**config.mk**
```make
export PLATFORM = sky130hd
export DESIGN_NAME = mac_pipe_lanes
export DESIGN_NICKNAME = d
export VERILOG_FILES = /design/src/rtl/mac_pipe_lanes.sv
export SDC_FILE = /design/constraint.sdc
export NUM_CORES = 2
export LEC_CHECK = 0
export ABC_AREA = 1
export CORE_ASPECT_RATIO = 0.5
export CORE_MARGIN = 4
export CORE_UTILIZATION = 60
export DETAILED_ROUTE_END_ITERATION = 7
export PLACE_DENSITY = 0.77
export SETUP_SLACK_MARGIN = 0.3
export SLEW_MARGIN = 40
export SYNTH_ARGS = -nofsm -noshare
export SYNTH_HDL_FRONTEND = slang
export SYNTH_SLANG_ARGS = --single-unit
```
**constraint.sdc**
```tcl
create_clock -name clk -period 7.35 [get_ports clk]
set_clock_uncertainty 0.05 [all_clocks]
set_input_delay 1.47 -clock clk [delete_from_list [all_inputs] [get_ports clk]]
set_output_delay 1.47 -clock clk [all_outputs]
set_load 0.02 [all_outputs]
```
**src/rtl/mac_pipe_lanes.sv**
```systemverilog
// mac_pipe_lanes: multi-lane pipelined multiply-accumulate with per-lane saturation
// and sticky overflow flags.
module mac_pipe_lanes #(
  parameter int WIDTH_A   = 8,
  parameter int WIDTH_B   = 8,
  parameter int WIDTH_ACC = 24,
  parameter int LANES     = 4,
  parameter int STAGE     = 5
) (
  input  logic                       clk,
  input  logic                       rst_n,
  input  logic                       pip_en,
  input  logic                       in_valid,
  input  logic                       sgn_mode,
  input  logic                       acc_clr,
  input  logic [LANES*WIDTH_A-1:0]   A,
  input  logic [LANES*WIDTH_B-1:0]   B,
  output logic [LANES*WIDTH_ACC-1:0] ACC,
  output logic                       out_valid,
  output logic [LANES-1:0]           OVF
);
  localparam int PW = WIDTH_A + WIDTH_B;
  localparam int W  = WIDTH_ACC;
  if (WIDTH_ACC < WIDTH_A + WIDTH_B) begin : g_bad_acc
    $error("WIDTH_ACC must be >= WIDTH_A+WIDTH_B");
  end
  if (STAGE < 1) begin : g_bad_stage
    $error("STAGE must be >= 1");
  end
  logic [LANES*WIDTH_A-1:0] a_q;
  logic [LANES*WIDTH_B-1:0] b_q;
  logic                     v_q, s_q, c_q;
  logic [LANES*PW-1:0]      prod;
  logic [LANES*PW-1:0]      p_p [STAGE];
  logic [STAGE-1:0]         v_p, s_p, c_p;
  always_ff @(posedge clk or negedge rst_n)
    if (!rst_n) begin
      a_q <= '0;
      b_q <= '0;
      v_q <= 1'b0;
      s_q <= 1'b0;
      c_q <= 1'b0;
      v_p <= '0;
      s_p <= '0;
      c_p <= '0;
      for (int k = 0; k < STAGE; k++) p_p[k] <= '0;
      out_valid <= 1'b0;
    end else if (pip_en) begin
      a_q <= A;
      b_q <= B;
      v_q <= in_valid;
      s_q <= sgn_mode;
      c_q <= acc_clr;
      v_p[0] <= v_q;
      s_p[0] <= s_q;
      c_p[0] <= c_q;
      p_p[0] <= prod;
      for (int k = 1; k < STAGE; k++) begin
        v_p[k] <= v_p[k-1];
        s_p[k] <= s_p[k-1];
        c_p[k] <= c_p[k-1];
        p_p[k] <= p_p[k-1];
      end
      out_valid <= v_p[STAGE-1];
    end
  for (genvar i = 0; i < LANES; i++) begin : g_lane
    logic [PW-1:0] ax, bx, pr;
    logic [W:0]    pe, ae, sum;
    logic [W-1:0]  acc_r, sat;
    logic          ovf_r, ov, sg, cl;
    // Extending both operands to the full product width makes a plain
    // truncated multiply exact for signed and unsigned alike.
    assign ax = s_q ? {{WIDTH_B{a_q[i*WIDTH_A+WIDTH_A-1]}}, a_q[i*WIDTH_A +: WIDTH_A]}
                    : {{WIDTH_B{1'b0}}, a_q[i*WIDTH_A +: WIDTH_A]};
    assign bx = s_q ? {{WIDTH_A{b_q[i*WIDTH_B+WIDTH_B-1]}}, b_q[i*WIDTH_B +: WIDTH_B]}
                    : {{WIDTH_A{1'b0}}, b_q[i*WIDTH_B +: WIDTH_B]};
    assign prod[i*PW +: PW] = ax * bx;
    assign sg  = s_p[STAGE-1];
    assign cl  = c_p[STAGE-1];
    assign pr  = p_p[STAGE-1][i*PW +: PW];
    assign pe  = sg ? {{(W+1-PW){pr[PW-1]}}, pr} : {{(W+1-PW){1'b0}}, pr};
    assign ae  = sg ? {acc_r[W-1], acc_r} : {1'b0, acc_r};
    assign sum = ae + pe;
    assign ov  = sg ? (sum[W] ^ sum[W-1]) : sum[W];
    assign sat = !ov ? sum[W-1:0]
               : sg ? (sum[W] ? {1'b1, {(W-1){1'b0}}} : {1'b0, {(W-1){1'b1}}})
               : {W{1'b1}};
    always_ff @(posedge clk or negedge rst_n)
      if (!rst_n) begin
        acc_r <= '0;
        ovf_r <= 1'b0;
      end else if (pip_en && v_p[STAGE-1]) begin
        acc_r <= cl ? pe[W-1:0] : sat;
        ovf_r <= cl ? 1'b0 : (ovf_r | ov);
      end
    assign ACC[i*W +: W] = acc_r;
    assign OVF[i] = ovf_r;
  end
endmodule

```
==> reports/qor.yml <==
power_and_ir_drop:
  ir_worst_vdd_uv: 176.4
  power.density_nw_per_um2: 355.4
  leakage_nw: 26.01
  total_power_mw: 16.23
routing:
  drt_iter0_drc: 2827
  ant_nets: 0
  wl_per_cell_um: 15.78
  vias_per_cell: 5.249
  num_vias: 35083
  wl_mm: 105.5
  drc: 0
  dr.pass1.iters: 8
clocking:
  cts_resized: 0
  cts_setup_buffers: 0
  htree_levels: 2
  cts_tree: "done"
  cts_sinks: 503
  cts_buffers: 48
  path_clk_slew_ns: 0.07
  insertion_delay_ns: 0.64
  clockRootBuffer: "clkbuf_16"
  clockBufferDepth: 3
  hold_buffers: 0
final_layout:
  final_util_pct: 66.17
  mostFrequentLayoutCell: "nand2_1"
  fillers: 6042
  finalInstanceArea_um2: 45660
  layout_common_cells: "1794 x nand2_1, 1164 x inv_1, 502 x dfrtp_1"
  layout-drive-gt1-share_pct: 3.712
  finalNonFillerCells: 6684
  areaGrowthSynthToFinish_pct: 9.202
  nets: 6358
logic_synthesis:
  yosys.area.top_type: "dfrtp_1"
  synthArstFlopShare_pct: 100.0
  synth-seq-area-share_pct: 30.11
  syn_area_um2: 41810
  yosys_warnings: 0
  netlist_top_cells_area: "dfrtp_1 30%, nand2_1 16%, fa_1 13%, inv_1 10%, ha_1 9.2%"
  synth_cell_type_count: 53
  syn_inst: 5661
  ys_ff_latch: 503
  syn_area_per_cell_um2: 7.386
  synth_nets: 6318
  synth_edf_count: 0
  synthDominantCellAreaShare_pct: 30.11
  synthFlopType: "dfrtp_1"
global_route:
  antenna_found_initial: 0
  use_met3_pct: 4.030
  track_usage_pct: 28.72
  top_usage_layer: "met2"
  grt_max_degree: 172
  grt_pass1_wl_mm: 175.8
  use_met1_pct: 42.49
  grt_pass1_vias: 34650
  grt.met2_usage_pct: 45.48
  grt_overflow_total: 0
die:
  die_w_um: 381.3
  dieHeight_um: 194.7
  num_rows: 68
  core_region_area_um2: 69000
  die_area_um2: 74230
  start_util_pct: 60.59
  pin_count: 171
worst_hold_path:
  min_path_type: "flop to flop"
  min_path_cells: 2
sta:
  finalMaxSlewViolations: 0
  final.setup.tns_ns: 0
  max_slew_margin_pct: 48.19
  tightest_slew_ns: 0.7771
  rsz0062_at_grt: "false"
  max_freq_ghz: 0.1594
  layout_worst_path_cycle_share_pct: 85.36
  final.min_clock_period_ns: 6.274
  hold_violations: 0
  finalSetupViolCount: 0
job:
  drv_cap: 0
placed_design:
  place_area_um2: 44010
  port_buffers: 170
  globalplace.congestion: 0.9536
  dp_cells: 6595
  dpl.hpwl_mm: 81.32
setup_path:
  cp_max_fo: 8
  cp_data_arrival_time_ns: 6.79
  cp-end-kind: "flop"
  crit_required_ns: 7.86
  worstSetupStartpointType: "flop"
  reg2reg_depth: 26
  worst-setup-path-type: "flop to flop"
outcome:
  status: "complete, no violations"
==> flip-flops by register name (all words and copies together), names as in the netlist <==
register and count:
s_p 5, s_q 1, g_lane.ovf_r 4, g_lane.acc_r 96, c_q 1, c_p 5, v_q 1, v_p 5
g_lane.pr 64, p_p 256, a_q 32, b_q 32, out_valid 1
==> worst max-delay path, cell delays in order, from the launching register on <==
cell and delay [ns]:
dfrtp_1 0.78, nand2_1 0.31, nor2_1 0.15, nand2_1 0.11, inv_1 0.11, nor2_1 0.04
ha_1 0.31, inv_1 0.12, fa_1 0.49, inv_1 0.06, fa_1 0.51, inv_1 0.06
fa_1 0.53, inv_1 0.05, fa_1 0.49, inv_1 0.06, fa_1 0.47, inv_1 0.04
ha_1 0.31, nand2_1 0.10, inv_1 0.04, a21oi_1 0.18, nand3_1 0.13, a21oi_1 0.18
o21bai_1 0.11, or2_2 0.29, a31oi_1 0.12
==> cells in the mapped netlist, drive strengths merged, types with 40 or more instances <==
cell       n
dfrtp    503
fa       279
nand4     40
nor2     254
a21oi    245
xor2      73
o21ai    391
nand3    171
xnor2     47
nand2   1839
ha       308
inv     1175
clkbuf   160
==> power by group <==
group,internal [mW],switching (mW)
clock,1.41,1.21
combinational,3.51,5.69
sequential,3.63,0.772
total,8.55,7.68
==> metal layers <==
layer  wire [um]  share of wire [%]  vias up
met5           0                  0        -
met4        1940                1.8        0
met1       49900                 47    16821
li1            -                  -    17252
met2       47360                 45      869
met3        6280                6.0      141
==> final cells by class <==
cell class	count	area, um2	share of cell area, %
clock buffer	62	1335	2.924
clock inverter	25	279.0	0.6111
multi-input combinational	3785	23910	52.37
tap	945	1182	2.590
antenna	1	2.502	0.005481
inverter	1175	4423	9.687
timing repair buffer	188	1936	4.239
sequential	503	12590	27.57
==> through the flow <==
step / setup slack, ns / hold slack, ns
global placement: 1.245 / 0.4023
finish: 1.076 / 0.4114
global route: 0.6973 / 0.4385
floorplan: 1.916 / 0.3917
CTS: 1.120 / 0.4127
detailed placement: 1.138 / 0.4085
==> worst paths after layout <==
kind | slack (ns) | from | endpoint
setup / recovery | 1.08 | s_q$_DFFE_PN0P_ | p_p[286]$_DFFE_PN0P_
hold / removal | 0.41 | p_p[157]$_DFFE_PN0P_ | p_p[93]$_DFFE_PN0P_
setup reg to reg | 1.08 | s_q$_DFFE_PN0P_ | p_p[286]$_DFFE_PN0P_
hold reg to reg | 0.41 | p_p[157]$_DFFE_PN0P_ | p_p[93]$_DFFE_PN0P_
max in group asynchronous | 5.13 | rst_n | p_p[226]$_DFFE_PN0P_
min in group asynchronous | 0.70 | rst_n | g_lane[3].acc_r[20]$_DFFE_PN0P_
==> cells by family (layout without fill, tap and decap cells) <==
logic type,count (synthesis),after routing,synth area share (%)
buf+inv,1373,1450,12.72
simple gates,2370,2370,23.06
fa+ha+maj,587,587,22.58
compound gates,708,708,9.023
flops,503,503,30.11
other cells,0,1,0
xor+xnor,120,120,2.514
Note: power is estimated with default switching activity, not from simulation.
